File: src/rtl/act_buf_pkg.sv
// Shared types, default widths and the lane pop-window helper for act_skew_buffer.
package act_buf_pkg;

    localparam int unsigned DEF_IN_DATA_WIDTH = 8;
    localparam int unsigned DEF_ROW           = 8;
    localparam int unsigned DEF_DEPTH         = 8;

    typedef enum logic [1:0] {
        IDLE  = 2'd0,
        DRAIN = 2'd1,
        LAST  = 2'd2
    } state_t;

    // A lane pops while the skew counter sits inside [lag, lag+len).
    function automatic logic lane_in_window(input int unsigned lag,
                                            input int unsigned cyc,
                                            input int unsigned len);
        return (cyc >= lag) && (cyc < lag + len);
    endfunction

endpackage

File: src/rtl/act_lane_fifo.sv
// Single-lane activation FIFO with registered read data, full/empty flags and occupancy.
module act_lane_fifo #(
    parameter int unsigned DATA_WIDTH = 8,
    parameter int unsigned DEPTH      = 8
) (
    input  logic                      clk,
    input  logic                      rst,
    input  logic                      i_push,
    input  logic                      i_pop,
    input  logic [DATA_WIDTH-1:0]     i_data,
    output logic [DATA_WIDTH-1:0]     o_data,
    output logic                      o_full,
    output logic                      o_empty,
    output logic [$clog2(DEPTH):0]    o_count
);

    localparam int unsigned PTR_SIZE = $clog2(DEPTH);

    logic [DATA_WIDTH-1:0] r_mem [DEPTH];
    logic [PTR_SIZE-1:0]   r_wptr;
    logic [PTR_SIZE-1:0]   r_rptr;
    logic [PTR_SIZE:0]     r_count;
    logic [DATA_WIDTH-1:0] r_data;
    logic                  w_wr;
    logic                  w_rd;

    assign w_rd = i_pop && !o_empty;
    assign w_wr = i_push && (!o_full || w_rd);

    always_ff @(posedge clk or posedge rst) begin
        if (rst) begin
            r_wptr  <= '0;
            r_rptr  <= '0;
            r_count <= '0;
            r_data  <= '0;
        end else begin
            if (w_wr) r_wptr <= r_wptr + 1'b1;
            if (w_rd) begin
                r_data <= r_mem[r_rptr];
                r_rptr <= r_rptr + 1'b1;
            end
            case ({w_wr, w_rd})
                2'b10:   r_count <= r_count + 1'b1;
                2'b01:   r_count <= r_count - 1'b1;
                default: r_count <= r_count;
            endcase
        end
    end

    always_ff @(posedge clk) begin
        if (w_wr) r_mem[r_wptr] <= i_data;
    end

    assign o_data  = r_data;
    assign o_count = r_count;
    assign o_full  = (r_count == (PTR_SIZE+1)'(DEPTH));
    assign o_empty = (r_count == '0);

endmodule

File: src/rtl/act_skew_buffer.sv
// Activation staging buffer: per-row lane FIFOs drained as a diagonally skewed tile.
// Skew is enabled by defining ACT_SKEW_EN; otherwise all lanes drain together.
module act_skew_buffer
    import act_buf_pkg::*;
#(
    parameter int unsigned IN_DATA_WIDTH = DEF_IN_DATA_WIDTH,
    parameter int unsigned ROW           = DEF_ROW,
    parameter int unsigned DEPTH         = DEF_DEPTH,
    parameter int unsigned PTR_SIZE      = $clog2(DEPTH)
) (
    input  logic                         clk,
    input  logic                         rst,
    input  logic                         in_valid,
    output logic                         in_ready,
    input  logic                         in_sel,
    input  logic [IN_DATA_WIDTH*ROW-1:0] in1,
    input  logic [IN_DATA_WIDTH*ROW-1:0] in2,
    input  logic                         start,
    input  logic [PTR_SIZE:0]            tile_len,
    output logic                         start_err,
    output logic [IN_DATA_WIDTH*ROW-1:0] out,
    output logic [ROW-1:0]               out_valid,
    output logic                         busy,
    output logic                         done,
    output logic                         isempty,
    output logic                         isfull
);

    localparam int unsigned CYC_W = $clog2(DEPTH + ROW) + 1;

    state_t                       r_state;
    state_t                       w_state_next;
    logic [CYC_W-1:0]             r_cyc;
    logic [PTR_SIZE:0]            r_len;
    logic                         r_start_err;
    logic [ROW-1:0]               r_out_valid;
    logic [ROW-1:0]               w_pop;
    logic [ROW-1:0]               w_full;
    logic [ROW-1:0]               w_empty;
    logic [ROW-1:0]               w_lane_ok;
    logic [PTR_SIZE:0]            w_count [ROW];
    logic [IN_DATA_WIDTH*ROW-1:0] w_in_word;
    logic [IN_DATA_WIDTH*ROW-1:0] w_fifo_data;
    logic [CYC_W-1:0]             w_end_cyc;
    logic                         w_push;
    logic                         w_range_ok;
    logic                         w_start_ok;
    logic                         w_start_bad;

    assign w_in_word = in_sel ? in2 : in1;
    assign isfull    = |w_full;
    assign isempty   = &w_empty;
    assign in_ready  = !isfull;
    assign w_push    = in_valid && in_ready;

    // Lane 0 always holds the fewest words, so requiring every lane to cover
    // tile_len is the same as checking lane 0 alone.
    assign w_range_ok  = (tile_len != '0) && (tile_len <= (PTR_SIZE+1)'(DEPTH));
    assign w_start_ok  = (r_state == IDLE) && start && w_range_ok && (&w_lane_ok);
    assign w_start_bad = (r_state == IDLE) && start && !(w_range_ok && (&w_lane_ok));

`ifdef ACT_SKEW_EN
    assign w_end_cyc = CYC_W'(r_len) + CYC_W'(ROW) - CYC_W'(2);
`else
    assign w_end_cyc = CYC_W'(r_len) - CYC_W'(1);
`endif

    always_comb begin
        w_state_next = r_state;
        case (r_state)
            IDLE:    if (w_start_ok) w_state_next = DRAIN;
            DRAIN:   if (r_cyc == w_end_cyc) w_state_next = LAST;
            LAST:    w_state_next = IDLE;
            default: w_state_next = IDLE;
        endcase
    end

    always_comb begin
        w_pop = '0;
        for (int unsigned i = 0; i < ROW; i++) begin
`ifdef ACT_SKEW_EN
            w_pop[i] = (r_state == DRAIN) && lane_in_window(i, 32'(r_cyc), 32'(r_len));
`else
            w_pop[i] = (r_state == DRAIN) && lane_in_window(0, 32'(r_cyc), 32'(r_len));
`endif
        end
    end

    always_ff @(posedge clk or posedge rst) begin
        if (rst) begin
            r_state     <= IDLE;
            r_cyc       <= '0;
            r_len       <= '0;
            r_start_err <= 1'b0;
            r_out_valid <= '0;
        end else begin
            r_state     <= w_state_next;
            r_start_err <= w_start_bad;
            r_out_valid <= w_pop;
            if (w_start_ok) begin
                r_cyc <= '0;
                r_len <= tile_len;
            end else if (r_state == DRAIN) begin
                r_cyc <= r_cyc + 1'b1;
            end
        end
    end

    for (genvar g = 0; g < ROW; g++) begin : g_lane
        act_lane_fifo #(
            .DATA_WIDTH (IN_DATA_WIDTH),
            .DEPTH      (DEPTH)
        ) u_fifo (
            .clk     (clk),
            .rst     (rst),
            .i_push  (w_push),
            .i_pop   (w_pop[g]),
            .i_data  (w_in_word[g*IN_DATA_WIDTH +: IN_DATA_WIDTH]),
            .o_data  (w_fifo_data[g*IN_DATA_WIDTH +: IN_DATA_WIDTH]),
            .o_full  (w_full[g]),
            .o_empty (w_empty[g]),
            .o_count (w_count[g])
        );

        assign w_lane_ok[g] = (w_count[g] >= tile_len);
        assign out[g*IN_DATA_WIDTH +: IN_DATA_WIDTH] =
            r_out_valid[g] ? w_fifo_data[g*IN_DATA_WIDTH +: IN_DATA_WIDTH] : '0;
    end

    assign out_valid = r_out_valid;
    assign start_err = r_start_err;
    assign busy      = (r_state != IDLE);
    assign done      = (r_state == LAST);

endmodule
File: config.mk
export PLATFORM = sky130hd
export DESIGN_NAME = act_skew_buffer
export DESIGN_NICKNAME = d
export VERILOG_FILES = /design/src/rtl/act_buf_pkg.sv /design/src/rtl/act_lane_fifo.sv /design/src/rtl/act_skew_buffer.sv
export SDC_FILE = /design/constraint.sdc
export NUM_CORES = 1
export LEC_CHECK = 0
export ABC_AREA = 1
export BUFFER_PORTS_ARGS = -buffer_cell sky130_fd_sc_hd__buf_4
export CAP_MARGIN = 20
export CORE_MARGIN = 2
export CORE_UTILIZATION = 55
export CTS_CLUSTER_SIZE = 28
export DETAILED_ROUTE_END_ITERATION = 7
export GPL_TIMING_DRIVEN = 0
export PLACE_DENSITY_LB_ADDON = 0.25
export SYNTH_ARGS = -nofsm -noshare
export SYNTH_HDL_FRONTEND = slang
export SYNTH_HIERARCHICAL = 1
export SYNTH_SLANG_ARGS = --single-unit
export TNS_END_PERCENT = 1
File: constraint.sdc
create_clock -name clk -period 14.5 [get_ports clk]
set_clock_uncertainty 0.2 [all_clocks]
set_input_delay 2.9 -clock clk [delete_from_list [all_inputs] [get_ports clk]]
set_output_delay 2.9 -clock clk [all_outputs]
set_load 0.05 [all_outputs]
==> results of run 1 <==
[path summary, 6_finish.rpt]
path	from	endpoint	slack, ns
setup reg to reg	g_lane[4].u_fifo/o_count[1]	g_lane[5].u_fifo/r_mem[5][5]	10.48
min in group asynchronous	rst	r_cyc[3]	2.25
hold reg to reg	g_lane[4].u_fifo/o_data[5]	g_lane[4].u_fifo/o_data[5]	0.28
max in group asynchronous	rst	g_lane[6].u_fifo/r_wptr[1]	11.17
hold / removal	g_lane[4].u_fifo/o_data[5]	g_lane[4].u_fifo/o_data[5]	0.28
setup / recovery	out_valid[0]	out[1]	8.55
[cells in the mapped netlist, types with 11 or more instances]
library cell  count
nand2_2          27
nor2_4           11
xnor2_1          13
nand2_4          16
buf_2            77
buf_4            23
edfxtp_1        512
nand3_1         116
xor2_1           42
o21ai_1          51
inv_1           212
a21oi_1          17
nor2_1          407
nor2_2           24
inv_2            35
nor3_1           65
dfrtp_1         157
o211ai_1        128
ha_1             70
mux2_2           64
nand3_2          16
nand2_1         361
nand4_1          16
o21ai_0         216
[cells by family (layout without fill, tap and decap cells)]
logic type	after synthesis	in the layout	share of synthesized area
multiplexers	64	64	0.0237
AO/OA/AOI/OAI	424	424	0.0817
flip-flops	669	669	0.635
AND/OR/NAND/NOR	1065	1065	0.155
buffers and inverters	372	771	0.0543
other	0	1	0
XOR/XNOR	55	55	0.0159
adder cells (fa/ha/maj)	78	78	0.0341
[power by group]
| part | switching (W) | internal (W) |
|---|---|---|
| sequential | 0.000240 | 0.00245 |
| combinational | 0.00159 | 0.000822 |
| clock | 0.000697 | 0.000989 |
[critical path, delay by kind of cell, from the launching register on]
kind	cells	cell delay (ns)
buf+inv	4	1.53
flops	1	0.55
simple gates	1	0.16
[registers in the layout, summed over array words and instances, names as in the netlist]
signal,cells
g_lane.u_fifo/r_mem,512
g_lane.u_fifo/o_data,64
g_lane.u_fifo/o_count,32
g_lane.u_fifo/r_rptr,24
g_lane.u_fifo/r_wptr,24
r_cyc,5
r_len,4
r_state,2
out_valid,1
start_err,1
[layer usage]
layer  GRT usage  up-vias
met5           0        -
met4      0.0884        2
met3      0.0363      117
met2       0.412      710
met1       0.325    10300
li1            -    10100
[per-stage QoR]
step | instance area [um^2] | setup slack, ns | hold WS (ns) | utilization | std cells
3_5_place_dp | 33200 | 8.86 | 0.266 | 0.605 | 3689
5_1_grt | 35500 | 8.50 | 0.293 | 0.646 | 3830
3_3_place_gp | 32900 | 6.16 | 0.261 | 0.599 | 3644
6_report | 35500 | 8.55 | 0.279 | 0.646 | 3831
4_1_cts | 35400 | 8.54 | 0.283 | 0.644 | 3812
2_1_floorplan | 30400 | 7.89 | 0.242 | - | 2727
[layout make-up]
cell class,instances,area share
sequential,669,0.544
inverter,255,0.0270
clock buffer,102,0.0554
clock inverter,21,0.00512
timing repair buffer,276,0.0566
buffer,117,0.0195
antenna,1,0.0000706
tap,704,0.0248
multi-input combinational,1686,0.267
==> metrics.md, run 1 <==
| Metric | Value |
|---|---|
| Run status | `finished, final reports clean` |
| DRC viols | `0` |
| Peak supply drop | `0.0841 mV` |
| CP Max Fanout | `10` |
| Fin. max-slew vios | `0` |
| Worst hold stages | `2` |
| Antenna violations before repair | `1` |
| Leak Pwr | `14.7 nW` |
| F_max | `0.168 GHz` |
| Post-synth top area share | `0.506` |
| Max-Cap Viols | `0` |
| Largest net degree at the start of global routing | `28` |
| Commonest non-fill, non-tap cell in the layout | `edfxtp_1` |
| Die width | `239 um` |
| Crit-path cells | `clkbuf_1, buf_2, nand2_1, inv_1, buf_4` |
| Min cycle time layout | `5.95 ns` |
| Yosys reg bits | `669` |
| Gr ovfl total | `0` |
| FILL cells | `4123` |
| Core Area | `54900 um^2` |
| Post-CTS Hold Buffers | `0` |
| I/O Buffers | `213` |
| Yosys top cell by area | `edfxtp_1` |
| Setup bufs post-CTS | `0` |
| Worst path arrival time | `2.85 ns` |
| FF-to-FF path depth | `11` |
| Worst hold path class | `flop to flop` |
| Required @ worst endpoint | `11.40 ns` |
| Clk sink count | `669` |
| H-tree Lvls | `3` |
| Drt pass-1 iters | `5` |
| IO Pins | `215` |
| Vias per cell | `5.54` |
| Most frequent cells in the layout | `edfxtp_1, nor2_1, nand2_1` |
| GRT Util Overall | `0.245` |
| Highest routed layer | `met5` |
| Synthesized net count | `2942` |
| Post-Route WL | `70.0 mm` |
| Die area | `57100 um^2` |
| Routed Antenna Nets | `0` |
| Skew-Pair Late Insertion Delay | `0.60 ns` |
| DR WL met2 | `34.4 mm` |
| CTS Buf Count | `68` |
| Worst-path clk slew | `0.06 ns` |
| Crit path kind | `flop to output port` |
| Clk buf depth | `3` |
| Sum Neg Setup Slack | `0 ns` |
| Period utilization | `0.411` |
| Multi-input gate area | `9470 um^2` |
| EDFF count, synth | `512` |
| Global-route wire length before repair | `109 mm` |
| Chip Height | `239 um` |
| Met3 WL | `4.38 mm` |
| Synth-to-Final Area Change | `16.7%` |
| DR WL/cell | `18.3 um` |
| Fraction of registers with async set/reset | `0.235` |
| Post-synthesis cell count | `2727` |
| Post_cts resized | `0` |
| Pwr Density | `192 nW/um^2` |
| Least-Margin Pin Slew | `1.00 ns` |
| Synth top area cells | `edfxtp_1, dfrtp_1, nor2_1` |
| Final Setup Violations | `0` |
| DP Wirelength | `48.9 mm` |
| Starting Density | `0.554` |
| Slew Limit Headroom | `0.327` |
| Avg Cell Area, Syn | `11.1 um^2` |
| Post-synth cell types | `37` |
| Clock root buffer | `clkbuf_16` |
| Sequential fraction of the synthesis area | `0.635` |
| Layout Nets | `3288` |
| Most common flop cell mapped by yosys | `edfxtp_1` |
| Type of destination of the critical path | `output port` |
| Vias in the first global route | `21000` |
| RSZ-0062 raised after global routing | `no` |
| Detailed-route via count | `21200` |
| Flip-flop and latch area | `19300 um^2` |
| DRT met1 WL | `29.5 mm` |
| CP Launch Type | `flop` |
| Total Power | `0.00679 W` |
| Synthesized area | `30400 um^2` |
| CTS tree | `yes` |
| CP max stage cell | `clkbuf_1` |
| Placer Congestion | `0.859` |
| CP max stage delay | `0.76 ns` |
| Layout cells sized above 1 | `0.221` |
| Yosys warnings | `6` |
| DRT iter0 DRCs | `1964` |
| Site Rows | `86` |
| Final hold vios | `0` |
Power figures use the tool's default switching activity.
==> run 2, diff against run 1 <==
- ABC_AREA: 1 -> 0
- clock period: 14.5 -> 5.9 ns (I/O delays scaled with it)
==> run 2 against run 1 <==
Effect of this change: sequential share of layout area is 0.79 points higher; first-iteration DRC count is 42% lower; utilization is 0.46 points higher; via count is 18% lower.
==> metrics.md, run 2 <==
| Metric | Value |
|---|---|
| Largest net degree at the start of global routing | `30` |
| Yosys top cell by area | `edfxtp_1` |
| Synthesized net count | `2220` |
| DRC viols | `0` |
| Required @ worst endpoint | `6.01 ns` |
| Pwr Density | `421 nW/um^2` |
| Post_cts resized | `0` |
| IO Pins | `215` |
| Least-Margin Pin Slew | `1.02 ns` |
| Post-Route WL | `61.3 mm` |
| Crit-path cells | `or4b_1, inv_1, or4_1, nor2_1, and2_2, buf_12, o21a_1, nand2_1, nor3b_1, buf_2` |
| GRT busiest layer | `met2` |
| Site Rows | `85` |
| Clock root buffer | `clkbuf_16` |
| Antenna violations before repair | `3` |
| Layout Utilization | `0.651` |
| Chip Height | `237 um` |
| CP Max Fanout | `29` |
| Comb pwr share | `0.287` |
| Starting Density | `0.555` |
| Commonest non-fill, non-tap cell in the layout | `edfxtp_1` |
| Period utilization | `0.795` |
| Most frequent cells in the layout | `edfxtp_1, buf_4, mux2_2` |
| EDFF count, synth | `512` |
| Setup bufs post-CTS | `0` |
| Worst-path clk slew | `0.06 ns` |
| Flip-flop and latch area | `19300 um^2` |
| Final hold vios | `0` |
| Vias in the first global route | `18200` |
| Synth top area cells | `edfxtp_1, dfrtp_1, mux2_2` |
| RR Startpoint | `g_lane[1].u_fifo/o_count[3]` |
| Dpl ws | `1.22 ns` |
| Detailed-route via count | `17400` |
| DP Wirelength | `43.3 mm` |
| FF-to-FF path depth | `10` |
| Max-Cap Viols | `0` |
| Vias per cell | `5.64` |
| Total Power | `0.0147 W` |
| Layout cells sized above 1 | `0.278` |
| RSZ-0062 raised after global routing | `no` |
| Skew-Pair Late Insertion Delay | `0.60 ns` |
| GRT met2 Usage | `0.372` |
| Worst path arrival time | `4.80 ns` |
| Net Switching | `0.00453 W` |
| Worst hold path class | `flop to flop` |
| Fin. max-slew vios | `0` |
| Reg-to-reg slack, setup | `1.21 ns` |
| Biggest register | `g_lane.u_fifo/r_mem` |
| Post-CTS Hold Buffers | `0` |
| Xor/xnor share of the synthesized area | `0.0220` |
| Main combinational cell family by area after synthesis | `multiplexers` |
| CTS Buf Count | `69` |
| Slew Limit Headroom | `0.315` |
| Synthesized area | `29800 um^2` |
| Sequential fraction of the synthesis area | `0.647` |
| Clk pwr share | `0.274` |
| Type of destination of the critical path | `flop` |
| Clk sink count | `669` |
| Commonest cells in the netlist | `edfxtp_1, mux2_2, dfrtp_1` |
| I/O Buffers | `213` |
| Synth Area in Adders | `0.0347` |
| Min cycle time layout | `4.69 ns` |
| CP Launch Type | `flop` |
| Simple-gate share of the synthesized area | `0.0663` |
| Crit path kind | `flop to flop` |
| Synth-to-Final Area Change | `17.2%` |
| Most common flop cell mapped by yosys | `edfxtp_1` |
| F_max | `0.213 GHz` |
| Final WS setup | `1.21 ns` |
| Clk buf depth | `3` |
| Routed Antenna Nets | `0` |
| Placer Congestion | `0.812` |
| CP max stage delay | `0.77 ns` |
| CP max stage cell | `and2_2` |
| Fraction of registers with async set/reset | `0.235` |
| DRT iter0 DRCs | `1141` |
| Critical path startpoint | `g_lane[1].u_fifo/o_count[3]` |
| Core Area | `53700 um^2` |
| FILL cells | `3819` |
| Compound-gate portion of the synthesized area | `0.0713` |
| Global-route wire length before repair | `96.4 mm` |
| CTS tree | `yes` |
| DR WL/cell | `19.8 um` |
| Gr ovfl total | `0` |
| Multi-input gate area | `9780 um^2` |
| Sum Neg Setup Slack | `0 ns` |
| Switching Share | `0.308` |
| GRT Util Overall | `0.220` |
| Yosys warnings | `6` |
| H-tree Lvls | `3` |
| Post-synth top area share | `0.516` |
| Post-synthesis cell count | `2005` |
| Drt pass-1 iters | `5` |
| Seq pwr share | `0.439` |
| Final Setup Violations | `0` |
| GRT met1 Usage | `0.294` |
| GR Layer Usage met3 | `0.0350` |
| Top-count cell post-synth | `edfxtp_1` |
| Post-synth cell types | `52` |
| Internal power consumption | `0.0102 W` |
| Die area | `56100 um^2` |
| Leak Pwr | `13.2 nW` |
| CP Capture Point | `g_lane[0].u_fifo/r_mem[5][1]` |
| Die width | `237 um` |
| Yosys reg bits | `669` |
| Layout Nets | `2559` |
| Reg2reg end | `g_lane[0].u_fifo/r_mem[5][1]` |
| Run status | `finished, final reports clean` |
| Multiplexer area fraction after synthesis | `0.129` |
| Peak supply drop | `0.395 mV` |
| Largest register FFs | `512` |
| Avg Cell Area, Syn | `14.9 um^2` |
-- run 2: cell types whose count changed in the layout (fill, tap and decap cells not counted), moves of 66 or more --
cell	change
o21ai_0	-184
o22ai_1	+66
nor2_1	-346
nand2_1	-228
buf_2	-79
inv_1	-141
mux2_2	+126
nand3_1	-114
mux2i_1	+147
o211ai_1	-120
-- run 2: worst max-delay path: cells and delay by family, from the launching register on --
family	cells	cell delay (ns)
AO/OA/AOI/OAI	1	0.22
AND/OR/NAND/NOR	6	2.85
buffers and inverters	3	0.66
flip-flops	1	0.46
-- run 2: per-layer routing --
metal | vias up | share of wire | routed length (um)
met2 | 446 | 0.49 | 30300
met3 | 82 | 0.050 | 3070
met5 | - | 0.00051 | 31
li1 | 8247 | - | -
met4 | 4 | 0.018 | 1100
met1 | 8670 | 0.44 | 26800
-- run 2: logic make-up (layout without fill, tap and decap cells) --
kind of cell / count (synthesis) / in the layout
flops: 669 / 669
fa+ha+maj: 78 / 78
buf+inv: 172 / 564
xor+xnor: 74 / 74
simple gates: 379 / 379
compound gates: 277 / 277
mux: 356 / 356
other cells: 0 / 1
-- run 2: power groups by stage --
stage / registers (W) / logic (W) / clock network [W]
floorplan: 0.00640 / 0.00320 / 0
global placement: 0.00652 / 0.00391 / 0
detailed placement: 0.00656 / 0.00422 / 0
CTS: 0.00647 / 0.00425 / 0.00413
global route: 0.00656 / 0.00465 / 0.00430
finish: 0.00647 / 0.00422 / 0.00403
-- run 2: area by class of cell --
cell class              instances  share of cell area
flip-flops and latches        669               0.552
well taps                     696              0.0249
repair buffers                268              0.0575
plain buffers                 101              0.0173
multi-input cells            1164               0.280
clock buffers                  92              0.0546
inverters                      71             0.00763
diodes                          1           0.0000716
clock inverters                32             0.00569
-- run 2: how the worst min path moves through the flow --
stage	from	to	cells past startpoint
2_1_floorplan	g_lane[2].u_fifo/o_data[0]	g_lane[2].u_fifo/o_data[0]	2
4_1_cts	g_lane[7].u_fifo/o_data[4]	g_lane[7].u_fifo/o_data[4]	2
3_5_place_dp	g_lane[7].u_fifo/o_data[4]	g_lane[7].u_fifo/o_data[4]	2
3_3_place_gp	g_lane[3].u_fifo/o_data[6]	g_lane[3].u_fifo/o_data[6]	2
6_report	g_lane[1].u_fifo/o_data[4]	g_lane[1].u_fifo/o_data[4]	2
5_1_grt	g_lane[4].u_fifo/o_data[1]	g_lane[4].u_fifo/o_data[1]	2
-- run 2: through the flow --
stage | hold slack [ns] | area (um^2) | std cells
2_1_floorplan | 0.242 | 29800 | 2005
3_3_place_gp | 0.255 | 32300 | 2914
3_5_place_dp | 0.270 | 32800 | 2965
4_1_cts | 0.282 | 34900 | 3089
5_1_grt | 0.300 | 34900 | 3093
6_report | 0.276 | 34900 | 3094
